`config.mk`:
```
export PLATFORM = sky130hd
export DESIGN_NAME = aes_cipher_ctrl_flat
export DESIGN_NICKNAME = d
export VERILOG_FILES = /design/src/rtl/aes_cipher_ctrl_if.sv /design/src/rtl/aes_cipher_ctrl.sv /design/src/flat_wrapper.sv
export SDC_FILE = /design/constraint.sdc
export NUM_CORES = 1
export LEC_CHECK = 0
export ABC_CLOCK_PERIOD_IN_PS = 5700
export CAP_MARGIN = 20
export CORE_MARGIN = 4
export CORE_UTILIZATION = 30
export DETAILED_ROUTE_END_ITERATION = 16
export SLEW_MARGIN = 10
export SYNTH_ARGS = -nofsm -noshare
export SYNTH_HDL_FRONTEND = slang
export SYNTH_SLANG_ARGS = --single-unit
```
`constraint.sdc`:
```
create_clock -name clk -period 5.7 [get_ports clk]
set_clock_uncertainty 0.15 [all_clocks]
set_input_delay 1.14 -clock clk [delete_from_list [all_inputs] [get_ports clk]]
set_output_delay 1.14 -clock clk [all_outputs]
set_load 0.02 [all_outputs]
```
`src/rtl/aes_cipher_ctrl_if.sv`:
```
// Handshake and datapath bundle between the AES sequencing controller and its environment.
// slave = controller side; master = source/sink/datapath side.
interface aes_cipher_ctrl_if #(
  parameter int Nr    = 10,
  parameter int TAG_W = 8
);
  logic             key_ready;
  logic             in_valid;
  logic             in_ready;
  logic [127:0]     in_pt;
  logic [TAG_W-1:0] in_tag;
  logic [127:0]     cipher_pt;
  logic [0:Nr]      valid;
  logic [127:0]     cipher_ct;
  logic             out_valid;
  logic             out_ready;
  logic [127:0]     out_ct;
  logic [TAG_W-1:0] out_tag;
  logic             busy;

  modport slave (
    input  key_ready, in_valid, in_pt, in_tag, cipher_ct, out_ready,
    output in_ready, cipher_pt, valid, out_valid, out_ct, out_tag, busy
  );

  modport master (
    output key_ready, in_valid, in_pt, in_tag, cipher_ct, out_ready,
    input  in_ready, cipher_pt, valid, out_valid, out_ct, out_tag, busy
  );
endinterface

```
`src/rtl/aes_cipher_ctrl.sv`:
```
// AES pipeline sequencer: admits blocks on credits, drives stage enables, carries tags, buffers ciphertext.
// Accept-to-head latency Nr+2; admission stalls while pipeline plus FIFO already hold OUT_DEPTH blocks.
module aes_cipher_ctrl #(
  parameter int Nk        = 4,
  parameter int OUT_DEPTH = 4,
  parameter int TAG_W     = 8
) (
  input  logic             clk,
  input  logic             rst_n,
  aes_cipher_ctrl_if.slave bus
);
  localparam int Nr = Nk + 6;
  localparam int CW = $clog2(OUT_DEPTH + 1);
  localparam int PW = (OUT_DEPTH > 1) ? $clog2(OUT_DEPTH) : 1;

  logic [0:Nr]      r_occ;
  logic [TAG_W-1:0] r_tag [0:Nr];
  logic [CW-1:0]    r_outstanding;
  logic [CW-1:0]    r_count;
  logic [PW-1:0]    r_wr_ptr;
  logic [PW-1:0]    r_rd_ptr;
  logic [127:0]     r_mem_ct  [OUT_DEPTH];
  logic [TAG_W-1:0] r_mem_tag [OUT_DEPTH];
  logic [127:0]     r_head_ct;
  logic [TAG_W-1:0] r_head_tag;

  logic             w_in_ready;
  logic             w_acc;
  logic [0:Nr]      w_valid;
  logic             w_push;
  logic             w_pop;
  logic [CW-1:0]    w_cnt_nxt;
  logic [PW-1:0]    w_wr_nxt;
  logic [PW-1:0]    w_rd_nxt;
  logic [127:0]     w_head_ct_nxt;
  logic [TAG_W-1:0] w_head_tag_nxt;

  function automatic logic [PW-1:0] ptr_inc(input logic [PW-1:0] p);
    return (p == PW'(OUT_DEPTH - 1)) ? '0 : p + PW'(1);
  endfunction

  always_comb begin
    w_in_ready     = rst_n && bus.key_ready && (r_outstanding < CW'(OUT_DEPTH));
    w_acc          = bus.in_valid && w_in_ready;
    w_valid        = {w_acc, r_occ[0:Nr-1]};
    w_push         = r_occ[Nr];
    w_pop          = (r_count != '0) && bus.out_ready;
    w_cnt_nxt      = r_count + CW'(w_push) - CW'(w_pop);
    w_wr_nxt       = w_push ? ptr_inc(r_wr_ptr) : r_wr_ptr;
    w_rd_nxt       = w_pop ? ptr_inc(r_rd_ptr) : r_rd_ptr;
    w_head_ct_nxt  = '0;
    w_head_tag_nxt = '0;
    // The new head is the block being written only when nothing older remains.
    if (w_cnt_nxt != '0) begin
      if (w_push && (w_rd_nxt == r_wr_ptr)) begin
        w_head_ct_nxt  = bus.cipher_ct;
        w_head_tag_nxt = r_tag[Nr];
      end else begin
        w_head_ct_nxt  = r_mem_ct[w_rd_nxt];
        w_head_tag_nxt = r_mem_tag[w_rd_nxt];
      end
    end
  end

  always_ff @(posedge clk or negedge rst_n) begin
    if (!rst_n) begin
      r_occ <= '0;
      for (int i = 0; i <= Nr; i++) r_tag[i] <= '0;
    end else begin
      r_occ <= w_valid;
      if (w_valid[0]) r_tag[0] <= bus.in_tag;
      for (int i = 1; i <= Nr; i++) begin
        if (w_valid[i]) r_tag[i] <= r_tag[i-1];
      end
    end
  end

  always_ff @(posedge clk) begin
    if (w_push) begin
      r_mem_ct[r_wr_ptr]  <= bus.cipher_ct;
      r_mem_tag[r_wr_ptr] <= r_tag[Nr];
    end
  end

  always_ff @(posedge clk or negedge rst_n) begin
    if (!rst_n) begin
      r_count       <= '0;
      r_wr_ptr      <= '0;
      r_rd_ptr      <= '0;
      r_head_ct     <= '0;
      r_head_tag    <= '0;
      r_outstanding <= '0;
    end else begin
      r_count    <= w_cnt_nxt;
      r_wr_ptr   <= w_wr_nxt;
      r_rd_ptr   <= w_rd_nxt;
      r_head_ct  <= w_head_ct_nxt;
      r_head_tag <= w_head_tag_nxt;
      case ({w_acc, w_pop})
        2'b10:   r_outstanding <= r_outstanding + CW'(1);
        2'b01:   r_outstanding <= r_outstanding - CW'(1);
        default: r_outstanding <= r_outstanding;
      endcase
    end
  end

  assign bus.in_ready  = w_in_ready;
  assign bus.cipher_pt = bus.in_pt;
  assign bus.valid     = w_valid;
  assign bus.out_valid = (r_count != '0);
  assign bus.out_ct    = r_head_ct;
  assign bus.out_tag   = r_head_tag;
  assign bus.busy      = (|r_occ) || (r_count != '0);

  a_no_overflow: assert property (@(posedge clk) disable iff (!rst_n)
    !(w_push && (r_count == CW'(OUT_DEPTH)) && !w_pop));
  a_credit_bound: assert property (@(posedge clk) disable iff (!rst_n)
    r_outstanding <= CW'(OUT_DEPTH));
endmodule
```
`src/flat_wrapper.sv`:
```
// flat-port wrapper written by rule: the top's interface ports become plain ports
module aes_cipher_ctrl_flat 
#(
  parameter int Nk        = 4,
  parameter int OUT_DEPTH = 4,
  parameter int TAG_W     = 8
)
  (clk, rst_n, bus_key_ready, bus_in_valid, bus_in_pt, bus_in_tag, bus_cipher_ct, bus_out_ready, bus_in_ready, bus_cipher_pt, bus_valid, bus_out_valid, bus_out_ct, bus_out_tag, bus_busy);
  aes_cipher_ctrl_if #(.TAG_W(TAG_W)) bus_i ();
  input  logic clk;
  input  logic rst_n;
  input wire logic [$bits(bus_i.key_ready)-1:0] bus_key_ready;
  input wire logic [$bits(bus_i.in_valid)-1:0] bus_in_valid;
  input wire logic [$bits(bus_i.in_pt)-1:0] bus_in_pt;
  input wire logic [$bits(bus_i.in_tag)-1:0] bus_in_tag;
  input wire logic [$bits(bus_i.cipher_ct)-1:0] bus_cipher_ct;
  input wire logic [$bits(bus_i.out_ready)-1:0] bus_out_ready;
  output wire logic [$bits(bus_i.in_ready)-1:0] bus_in_ready;
  output wire logic [$bits(bus_i.cipher_pt)-1:0] bus_cipher_pt;
  output wire logic [$bits(bus_i.valid)-1:0] bus_valid;
  output wire logic [$bits(bus_i.out_valid)-1:0] bus_out_valid;
  output wire logic [$bits(bus_i.out_ct)-1:0] bus_out_ct;
  output wire logic [$bits(bus_i.out_tag)-1:0] bus_out_tag;
  output wire logic [$bits(bus_i.busy)-1:0] bus_busy;
  assign bus_i.key_ready = bus_key_ready;
  assign bus_i.in_valid = bus_in_valid;
  assign bus_i.in_pt = bus_in_pt;
  assign bus_i.in_tag = bus_in_tag;
  assign bus_i.cipher_ct = bus_cipher_ct;
  assign bus_i.out_ready = bus_out_ready;
  assign bus_in_ready = bus_i.in_ready;
  assign bus_cipher_pt = bus_i.cipher_pt;
  assign bus_valid = bus_i.valid;
  assign bus_out_valid = bus_i.out_valid;
  assign bus_out_ct = bus_i.out_ct;
  assign bus_out_tag = bus_i.out_tag;
  assign bus_busy = bus_i.busy;
  aes_cipher_ctrl #(.Nk(Nk), .OUT_DEPTH(OUT_DEPTH), .TAG_W(TAG_W)) u_core (.clk(clk), .rst_n(rst_n), .bus(bus_i));
endmodule
```
-- Yosys cells after proc, flatten, opt, wreduce, memory -nomap -nowiden
Memories as Yosys holds them, arrays and structs flattened.
Index checks and enable logic that the tools add are counted.
- memories kept: 2
- RAM bits: 544
- register bits: 245
- logic and storage cells: 52
- output and inout port bits: 278
- memories (name ; words ; bits a word ; rd ports ; clocked after memory_dff ; wr ports ; RTL line ; RTL):
    u_core.r_mem_ct ; 4 ; 128 ; 1 ; 0 ; 1 ; aes_cipher_ctrl.sv:22 ; logic [127:0] r_mem_ct [OUT_DEPTH];
    u_core.r_mem_tag ; 4 ; 8 ; 1 ; 0 ; 1 ; aes_cipher_ctrl.sv:23 ; logic [TAG_W-1:0] r_mem_tag [OUT_DEPTH];
- equality and inequality tests: 5
- magnitude comparators: 1
- reduce and logical (&&, ||, !) cells: 10
- $add $sub $neg: 6
- multiplexer cells: 10
- operators with widths (cell ; count):
    2-to-1 mux 128 bit ; 2
    2-to-1 mux 8 bit ; 2
    OR reduction 11 bit ; 1
    == test 2 bit (second input constant) ; 3
    2-to-1 mux 2 bit ; 3
    one-hot mux 3 bit (2 select lines) ; 1
    nonzero test 3 bit ; 2
    logical AND 1 bit ; 5
    adder 2 x 1 -> 2 bit (second input constant) ; 2
    adder 3 x 1 -> 3 bit ; 1
    adder 3 x 1 -> 3 bit (second input constant) ; 1
    < comparator 3 bit (second input constant) ; 1
    subtractor 3 x 1 -> 3 bit ; 1
    subtractor 3 x 1 -> 3 bit (second input constant) ; 1
    == test 2 x 1 -> 1 bit (second input constant) ; 1
    == test 2 bit ; 1
    2-to-1 mux 1 bit ; 2
    nonzero test 2 bit ; 1
    logical OR 1 bit ; 1

-- Depth between registers and ports, before layout
Gate-level depths: netlist of the first run.
- word-level depth: 7
- mapped depth: 13

-- Least setup slack after synthesis of the first run
Ideal clock, no wire load.
- path type: register to register
- from: register u_core.r_wr_ptr[0]
- to: memory u_core.r_mem_ct[2][0], enable pin
- path slack: 1.266 ns
- buffers on the path: 0
- arrival time: 3.773 ns
- stages on the path, launching flop included: 4
- required time: 5.039 ns
- path through: dfrtp_1 inv_1 ha_1 and2_1
- RTL lines (what ; RTL line ; RTL):
    start, declared ; aes_cipher_ctrl.sv:20 ; logic [PW-1:0] r_wr_ptr;
    start signal, assigned ; aes_cipher_ctrl.sv:95 ; r_wr_ptr <= w_wr_nxt;
    end, declared ; aes_cipher_ctrl.sv:22 ;
No word-level cell before the write port.

-- Worst setup path after layout of the first run
- from: input port bus_key_ready
- to: output port bus_valid[10]
- longest elaborated chain between the ends: 3
- ends and longest elaborated chain (what ; RTL line ; RTL):
    start, declared ; flat_wrapper.sv:12 ; input wire logic [$bits(bus_i.key_ready)-1:0] bus_key_ready;
    logical AND 1 bit (2 in series) ; aes_cipher_ctrl.sv:43 ; w_in_ready = rst_n && bus.key_ready && (r_outstanding < CW'(OUT_DEPTH));
    logical AND 1 bit ; aes_cipher_ctrl.sv:44 ; w_acc = bus.in_valid && w_in_ready;
    end, declared ; flat_wrapper.sv:20 ; output wire logic [$bits(bus_i.valid)-1:0] bus_valid;
No other way between the ends.

==> out/results.tsv, run 1 <==
stage	metric	value	unit
run_status	status	completed	
yosys	EDFF count, synth	544	
critical_path	critical path cell sequence	clkdlybuf4s50_1 -> nand2_1 -> nor2_1 -> nand2_1 -> inv_1 -> clkdlybuf4s50_1	
die	Die H	327	um
yosys	Yosys Warn Count	0	
die	die span in x	327	um
clock_network	setup bufs post-CTS	0	
critical_path	R2R setup slack	1830	ps
critical_path	Worst setup EP type	output pin	
timing	final hold viol count	0	
route	first-iteration detailed-routing DRC count	996	
grt	largest net degree at the start of global routing	137	
clock_network	CTS sink cnt	789	
yosys	main combinational cell family by area after synthesis	multiplexers	
placed_design	dpl hpwl	39300	um
grt	final global-route overflow total	0	
grt	Total GRT Usage	0.131	
grt	vias in the first global route	17500	
critical_path	CP Launch Type	input port	
route	wire length per cell	20.8	um
yosys	XOR/XNOR Fraction of Synth Area	0.00201	
yosys	mux share of post-synthesis cell area	0.123	
cells_and_area	nets@finish	2290	
timing	Tightest Pin Transition	1230	ps
clock_network	Clock Pin Slew Worst Setup and Hold Paths	60	ps
hold_path	HP Class	in2async	
yosys	Synth area leaders	edfxtp_1, dfrtp_1, mux2i_1, a32o_1, buf_4	
clock_network	CTS max path bufs	3	
critical_path	Max stage delay on crit path	630	ps
clock_network	CTS hold repair buffers	0	
yosys	post-synthesis adder-cell area fraction	0.00459	
yosys	Yosys top cell by area	edfxtp_1	
critical_path	crit path DAT	2890	ps
route	Post-route DRC	0	
critical_path	Worst EP required	4410	ps
critical_path	Crit Path Category	in2out	
grt	first-pass GRT wire length	107000	um
clock_network	CTS Buf Count	84	
yosys	Post-synth top cells	edfxtp_1, nand2_1, mux2i_1	
yosys	sequential area share after synthesis	0.736	
pwr	Tot Pwr	20.2	mW
route	Routed WL	71500	um
clock_network	clk_lat worst skew	630	ps
critical_path	CP endpoint	bus_valid[10]	
job	max_cap viols	0	
clock_network	H-tree depth	3	
yosys	ys flop type	edfxtp_1	
grt	initial antenna violation count	7	
yosys	Yosys top cell area share	0.535	
timing	min Tclk post-route	4180	ps
die	num ports	547	
pwr	worst IR drop on VDD	0.640	mV
route	vias after detailed routing	16100	
yosys	Mapped Nets	2131	
yosys	synthesized cell area	30500	um2
timing	slew margin rel.	0.179	
route	Pre-Repair DR Iteration Count	5	
placed_design	placed insts	3282	
yosys	Async S/R FF share, synth	0.311	
die	Initial Util	0.304	
route	ANT nets after route	0	
pwr	pwr/cell area	551	nW/um2
placed_design	dpl cell area	34000	um2
cells_and_area	Layout area overhead	20.1	%
cells_and_area	cell area after layout	36700	um2
die	Die ar.	107000	um2
yosys	simple-gate area share of the yosys netlist	0.0367	
critical_path	largest fanout on the critical path	10	
timing	RSZ-0062 raised after global routing	false	
placed_design	Final Wtd Congestion	0.708	
yosys	Synth Instances	1852	
pwr	P_leak	13.8	nW
yosys	compound-cell area share of the yosys netlist	0.0458	
timing	Setup violations, final	0	
timing	Max Slew Vio Count	0	
cells_and_area	share of layout cells above drive strength 1	0.119	
die	core area	101000	um2
yosys	Synth Area per Inst	16.5	um2
clock_network	CTS tree	built	
critical_path	r2r worst-path depth	11	
timing	fmax	239	MHz
yosys	top-count cell post-synth	edfxtp_1	
route	Avg Vias per Cell	4.67	
critical_path	FF-to-FF Start	u_core.r_count[1]	
critical_path	Slowest-stage cell, CP	clkdlybuf4s50_1	
yosys	flops & latches, synth	789	
placed_design	Port-buffer cells	290	
clock_network	Resized Gates After CTS	0	
timing	Sum Neg Setup Slack	0	ps
clock_network	root buf cell	clkbuf_16	
cells_and_area	Post-Route Utilization	0.364	
yosys	Unique masters post-synth	27	
critical_path	crit path launch	bus_key_ready	
cells_and_area	non-filler cells, final	3442	
critical_path	Reg2Reg Capture Point	u_core.bus.out_ct[95]	
timing	final period utilization	0.733	
die	std cell rows	116	
[how the worst min path moves through the flow]
stage | from | to | depth (start not counted)
finish | rst_n | u_core.r_occ[7] | 1
global route | rst_n | u_core.r_occ[7] | 1
CTS | rst_n | u_core.r_occ[7] | 1
detailed placement | u_core.r_outstanding[0] | u_core.r_outstanding[0] | 1
global placement | u_core.r_outstanding[0] | u_core.r_outstanding[0] | 1
floorplan | u_core.r_occ[9] | u_core.r_occ[10] | 0
[area by class of cell]
class,count,area (um2)
Inverter,13,51.3
Clock buffer,120,2370
Sequential cell,789,22500
Timing Repair Buffer,313,3230
Antenna cell,4,10.0
Fill cell,9313,63900
Tap cell,1357,1700
Multi-Input combinational cell,810,6520
Clock inverter,36,313
[cell families after synthesis]
group | Yosys count
adder cells (fa/ha/maj) | 10
AO/OA/AOI/OAI | 140
AND/OR/NAND/NOR | 290
multiplexers | 363
flip-flops | 789
XOR/XNOR | 7
buffers and inverters | 253
[power breakdown]
| group | switching (mW) | total [mW] | internal, mW |
|---|---|---|---|
| Sequential | 0.412 | 7.51 | 7.10 |
| Clock | 2.19 | 5.23 | 3.05 |
| Combinational | 4.06 | 7.44 | 3.38 |
| Total | 6.65 | 20.2 | 13.5 |
[flip-flops by register name (all words and copies together), names as in the netlist, 3 cells and up]
register              cells
u_core.bus.out_ct       128
u_core.bus.out_tag        8
u_core.r_count            3
u_core.r_mem_ct         512
u_core.r_mem_tag         32
u_core.r_occ             11
u_core.r_outstanding      3
u_core.r_tag             88
[routing by layer]
metal	up-vias	wire length (um)	GRT usage
li1	7110	-	-
met1	8401	30500	0.166
met2	423	35300	0.223
met3	144	3720	0.0287
met4	6	1960	0.0455
met5	-	34	0.00136
[cells in the final DEF, fill, tap and decap left out, drive strengths merged, types with 3 or more instances in the layout]
cell,instances
edfxtp,544
clkdlybuf4s50,289
nand2,275
mux2i,275
dfrtp,245
a32o,136
clkbuf,120
mux2,88
clkinv,27
buf,24
inv,17
ha,8
diode,4
and2,4
xnor2,4
nor2,3
nor4,3
xor2,3
bufinv,3
[through the flow]
stage	setup WS, ps	hold WS [ps]
finish	1520	244
global route	1410	233
floorplan	1270	223
detailed placement	1020	318
global placement	1060	312
CTS	1480	213
[worst max-delay path, delay by kind of cell]
kind	cells	cell delay, ps
AND/OR/NAND/NOR	3	490
buffers and inverters	3	1250
Note: power is estimated with default switching activity, not from simulation.
==> run 2: changes to the inputs <==
ABC_CLOCK_PERIOD_IN_PS = 4250   (was 5700)
clock period = 4.25 ns   (was 5.7 ns; I/O delays follow)
==> run 2 against run 1 <==
Net effect: global-route usage down 0.075 points; hold slack better by 90 ps; flip-flop and latch count unchanged; non-clock buffer count up 41; largest cell class unchanged; largest power group is now combinational cells; highest routed layer unchanged.
==> out/results.tsv, run 2 (synthesis results as in run 1) <==
stage	metric	value	unit	change
clock_network	CTS tree	built		
clock_network	root buf cell	clkbuf_16		
critical_path	WP depth	7		+1
die	Die H	327	um	unchanged
critical_path	crit path DAT	2530	ps	-360 ps
critical_path	Worst setup EP type	output pin		
placed_design	dpl hpwl	42900	um	+9.0%
critical_path	CP Launch Type	input port		
critical_path	FF-to-FF Start	u_core.r_count[1]		
critical_path	Worst EP required	3250	ps	-1160 ps
timing	Tightest Pin Transition	931	ps	-301 ps
grt	first-pass GRT wire length	107000	um	-0.89%
route	Post-route DRC	0		unchanged
clock_network	CTS hold repair buffers	1		+1
timing	final worst slack	719	ps	-800 ps
cells_and_area	max reg flops	512		unchanged
hold_path	Hold Crit Start	u_core.r_tag[54]		
timing	hold_ws	334	ps	+90.2 ps
placed_design	Final Wtd Congestion	0.766		+8.2%
critical_path	Most common cell on crit path	nand2_1		
cells_and_area	nets@finish	2331		+1.8%
critical_path	r2r worst-path depth	13		+2
pwr	worst IR drop on VDD	0.361	mV	-44%
route	first-iteration detailed-routing DRC count	1147		+15%
timing	slew margin rel.	0.380		+0.201
clock_network	setup bufs post-CTS	0		unchanged
die	num ports	547		unchanged
die	core area	101000	um2	unchanged
clock_network	Clock Pin Slew Worst Setup and Hold Paths	60	ps	about the same
timing	final hold viol count	0		unchanged
route	Routed WL	71200	um	-0.33%
placed_design	Port-buffer cells	290		unchanged
pwr	pwr/cell area	740	nW/um2	+34%
placed_design	worst slack, placed	211	ps	-813 ps
clock_network	CTS sink cnt	789		unchanged
run_status	status	completed		
clock_network	H-tree depth	3		unchanged
route	vias after detailed routing	16100		+0.40%
timing	Sum Neg Setup Slack	0	ps	unchanged
grt	final global-route overflow total	0		unchanged
critical_path	Crit Path Category	in2out		
die	die span in x	327	um	unchanged
hold_path	HP Class	reg2reg		
die	Die ar.	107000	um2	unchanged
cells_and_area	Layout area overhead	22.0	%	
route	wire length per cell	20.4	um	-1.7%
die	std cell rows	116		unchanged
critical_path	Max stage delay on crit path	600	ps	-30 ps
critical_path	critical path cell sequence	dlygate4sd3_1 -> buf_8 -> nand2_1 -> nor2_1 -> nand2_1 -> inv_1 -> clkdlybuf4s50_1		
hold_path	Min-Delay Path Depth	1		
cells_and_area	Top reg by flops	u_core.r_mem_ct		
grt	initial antenna violation count	10		+3
route	Pre-Repair DR Iteration Count	5		unchanged
grt	largest net degree at the start of global routing	72		-47%
timing	fmax	283	MHz	
cells_and_area	most frequent cells in the layout	edfxtp_1, clkdlybuf4s50_1, nand2_1, mux2i_1, dfrtp_1		
die	Initial Util	0.304		unchanged
cells_and_area	commonest non-fill, non-tap cell in the layout	edfxtp_1		
timing	Max Slew Vio Count	0		unchanged
critical_path	Buf+Inv Stages, Crit Path	4		+1
clock_network	CTS Buf Count	84		unchanged
route	Avg Vias per Cell	4.63		-0.95%
critical_path	Top delay family on crit path	buffers and inverters		
grt	vias in the first global route	17400		-0.91%
clock_network	clk_lat worst skew	640	ps	about the same
route	ANT nets after route	0		unchanged
critical_path	largest fanout on the critical path	14		+4
clock_network	CTS max path bufs	3		unchanged
critical_path	Slowest-stage cell, CP	clkdlybuf4s50_1		
job	max_cap viols	0		unchanged
timing	min Tclk post-route	3530	ps	
grt	Total GRT Usage	0.130		-0.000753
cells_and_area	share of layout cells above drive strength 1	0.135		+0.0155
pwr	P_leak	14.1	nW	+2.2%
timing	final period utilization	0.831		
critical_path	crit path launch	rst_n		
timing	Setup violations, final	0		unchanged
clock_network	Resized Gates After CTS	0		unchanged
timing	RSZ-0062 raised after global routing	false		
[run 2: cell count changes in the layout (fill, tap and decap cells not counted), sizes merged, moves of 2 or more]
cell	delta
buf	+40
bufinv	+2
clkbuf	-5
diode	+4
inv	+4
[run 2: cell type report]
class                   count  area (um2)
diodes                      8        20.0
clock buffers             115        2320
clock inverters            43         427
fillers                  9320       63300
inverters                  13        51.3
multi-input cells         810        6520
flip-flops and latches    789       22500
well taps                1357        1700
repair buffers            354        3750
[run 2: power breakdown]
part	internal, mW	switching, mW	total, mW
registers	9.52	0.593	10.1
logic	4.83	5.46	10.3
clock network	4.18	3.00	7.18
total	18.5	9.05	27.6
[run 2: path summary, 6_finish.rpt]
path	endpoint	slack (ps)
worst min register to register	u_core.r_tag[46]	330
worst max-delay path	bus_valid[10]	720
worst min-delay path	u_core.r_tag[46]	330
min in group asynchronous	u_core.r_tag[64]	460
max in group asynchronous	u_core.bus.out_ct[73]	1570
worst max register to register	u_core.bus.out_ct[81]	920
[run 2: through the flow]
stage               total power, mW   util  area [um2]  instances
floorplan                      16.8      -       30500       1852
global placement               20.5  0.343       34500       3322
detailed placement             20.7  0.343       34500       3322
CTS                            28.0  0.370       37200       3481
global route                   29.0  0.370       37200       3486
finish                         27.6  0.370       37300       3489
[run 2: metal layers]
metal	wire length, um	track usage	share of wire	vias to the layer above
met1	29600	0.161	0.41	8356
li1	-	-	-	7191
met4	1980	0.0501	0.028	6
met5	47	0.000453	0.00066	-
met3	4090	0.0333	0.057	159
met2	35600	0.220	0.50	436
==> run 3: changes to the inputs <==
ABC_CLOCK_PERIOD_IN_PS = 3200   (was 4250)
clock period = 3.2 ns   (was 4.25 ns; I/O delays follow)
==> run 3 against run 2 <==
Net effect: non-clock buffer count increased by 9; sequential power increased by 33%; design area increased by 1.1%; hold slack got worse by 3.7 ps; critical path depth increased by 5; first-iteration DRC count decreased by 4.0%; die area unchanged; critical endpoint is now u_core.bus.out_ct[84]; via count increased by 1.3%; cell count increased by 0.37%; count of clock-buffer cells in the layout increased by 19.
==> out/results.tsv, run 3 (synthesis results as in run 1) <==
stage	metric	value	unit	change
run_status	status	completed		
route	first-iteration detailed-routing DRC count	1101		-4.0%
die	num ports	547		unchanged
cells_and_area	most frequent cells in the layout	edfxtp_1, clkdlybuf4s50_1, nand2_1, mux2i_1, dfrtp_1		
timing	final worst slack	34.5	ps	-685 ps
clock_network	H-tree depth	3		unchanged
placed_design	Port-buffer cells	290		unchanged
timing	Tightest Pin Transition	726	ps	-205 ps
cells_and_area	Post-Route Utilization	0.374		+0.00407
cells_and_area	share of layout cells above drive strength 1	0.144		+0.00907
critical_path	Slowest-stage cell, CP	dfrtp_1		
cells_and_area	Layout area overhead	23.4	%	
route	wire length per cell	20.9	um	+2.2%
pwr	share of power burned in registers	0.360		-0.007
pwr	internal power	25.0	mW	+35%
grt	final global-route overflow total	0		unchanged
timing	hold_ws	330	ps	-3.75 ps
timing	fmax	316	MHz	
critical_path	FF-to-FF Start	u_core.r_count[1]		
pwr	P_leak	14.3	nW	+1.1%
pwr	clock group share of total power	0.262		+0.002
critical_path	Worst setup EP type	flop		
grt	first-pass GRT wire length	108000	um	+1.2%
critical_path	crit path DAT	3540	ps	+1010 ps
route	Pre-Repair DR Iteration Count	5		unchanged
placed_design	dpl hpwl	41200	um	-3.8%
job	max_cap viols	0		unchanged
pwr	pwr/cell area	988	nW/um2	+33%
timing	Max Slew Vio Count	0		unchanged
pwr	worst IR drop on VDD	0.653	mV	+81%
critical_path	Max stage delay on crit path	420	ps	-180 ps
critical_path	CP Launch Type	flop		
grt	initial antenna violation count	12		+2
route	Routed WL	73100	um	+2.6%
placed_design	Final Wtd Congestion	0.741		-3.3%
clock_network	Clock Pin Slew Worst Setup and Hold Paths	60	ps	about the same
die	die span in x	327	um	unchanged
timing	slew margin rel.	0.514		+0.135
die	core area	101000	um2	unchanged
timing	RSZ-0062 raised after global routing	true		
pwr	combinational share of power	0.378		+0.005
die	std cell rows	116		unchanged
hold_path	Hold Crit Start	u_core.r_outstanding[2]		
die	Die ar.	107000	um2	unchanged
critical_path	R2R setup slack	30	ps	-890 ps
route	Post-route DRC	0		unchanged
clock_network	CTS tree	built		
critical_path	largest fanout on the critical path	31		+17
pwr	Tot Pwr	37.2	mW	+35%
die	Die H	327	um	unchanged
timing	Sum Neg Setup Slack	0	ps	unchanged
hold_path	Min-Delay Path Depth	1		unchanged
route	ANT nets after route	0		unchanged
timing	final period utilization	0.989		
critical_path	Crit Path Category	reg2reg		
pwr	Psw	12.2	mW	+35%
critical_path	critical path cell sequence	o31ai_4 -> inv_2 -> ha_4 -> inv_2 -> ha_2 -> fa_2 -> xnor2_4 -> nor3_4 -> and4b_4 -> buf_12 -> buf_12 -> a32o_1		
critical_path	r2r worst-path depth	12		-1
grt	Total GRT Usage	0.131		+0.00102
grt	vias in the first global route	17600		+1.3%
cells_and_area	nets@finish	2342		+0.47%
pwr	switching share of power	0.328		about the same
clock_network	CTS max path bufs	3		unchanged
grt	largest net degree at the start of global routing	97		+35%
placed_design	worst slack, placed	-793	ps	-1000 ps
cells_and_area	max reg flops	512		unchanged
timing	min Tclk post-route	3170	ps	
cells_and_area	commonest non-fill, non-tap cell in the layout	edfxtp_1		
critical_path	Worst EP required	3570	ps	+320 ps
route	vias after detailed routing	16400		+1.3%
route	Avg Vias per Cell	4.67		+0.96%
clock_network	CTS sink cnt	789		unchanged
timing	Setup violations, final	0		unchanged
cells_and_area	Top reg by flops	u_core.r_mem_ct		
clock_network	clk_lat worst skew	640	ps	about the same
hold_path	Endpoint, Worst Hold	u_core.r_outstanding[2]		
clock_network	root buf cell	clkbuf_16		
timing	final hold viol count	0		unchanged
hold_path	HP Class	reg2reg		
clock_network	CTS Buf Count	86		+2.4%
critical_path	Reg2Reg Capture Point	u_core.bus.out_ct[84]		
die	Initial Util	0.304		unchanged
## run 3: cell count changes in the layout (fill, tap and decap cells not counted), sizes merged, moves of 2 or more
cell           delta
buf               +4
clkdlybuf4s50     -2
bufinv            -2
inv               -4
clkinv           -11
clkbuf           +23
## run 3: power groups by stage
stage          clock [mW]  sequential (mW)  combinational (mW)
5_1_grt              10.5             13.5                15.1
4_1_cts              10.1             13.4                14.1
3_5_place_dp            0             13.6                13.9
3_3_place_gp            0             13.6                13.6
6_report             9.76             13.4                14.1
2_1_floorplan           0             14.4                7.83
## run 3: cell type report
class	count	area, um2
diodes	9	22.5
clock buffers	134	2560
clock inverters	27	300
fillers	9311	62900
inverters	13	51.3
multi-input cells	810	6570
flip-flops and latches	789	22500
well taps	1357	1700
repair buffers	363	4000
## run 3: stage by stage
step / instances / cell area (um2)
after floorplan: 1852 / 30500
after global placement: 3313 / 34400
after detailed placement: 3313 / 34400
after CTS: 3482 / 37400
after global routing: 3499 / 37700
final: 3502 / 37700
## run 3: critical path, delay by kind of cell, from the launching register on
family / cells / cell delay [ps]
adder cells (fa/ha/maj): 3 / 810
buffers and inverters: 4 / 460
XOR/XNOR: 1 / 160
flip-flops: 1 / 420
AND/OR/NAND/NOR: 2 / 520
AO/OA/AOI/OAI: 2 / 520
## run 3: worst max path at each step
stage                            startpoint                      to  slack [ps]  cells past startpoint
after detailed placement      bus_out_ready    u_core.bus.out_ct[1]        -790                     12
after floorplan           u_core.r_count[1]  u_core.bus.out_ct[100]         120                     13
after CTS                 u_core.r_count[0]    u_core.bus.out_ct[7]          10                     12
after global placement        bus_out_ready   u_core.bus.out_ct[12]        -770                     12
after global routing      u_core.r_count[1]   u_core.bus.out_ct[99]         -80                     12
final                     u_core.r_count[1]   u_core.bus.out_ct[84]          30                     12
## run 3: per-layer routing
layer / global-route usage / up-vias / wire (um)
met4: 0.0482 / 4 / 1850
met5: 0.000453 / - / 26
met1: 0.163 / 8524 / 30300
met3: 0.0335 / 140 / 4440
met2: 0.223 / 466 / 36500
li1: - / 7229 / -
## run 3: repair_timing
action | in CTS | in global routing
cloned | 0 | 8
hold buffers | 2 | 0
endpoints found under the setup margin | 136 | 137
gates resized for setup | 8 | 16
pin swaps | 2 | 6
buffers inserted | 6 | 2
hold endpoints to repair | 15 | 0
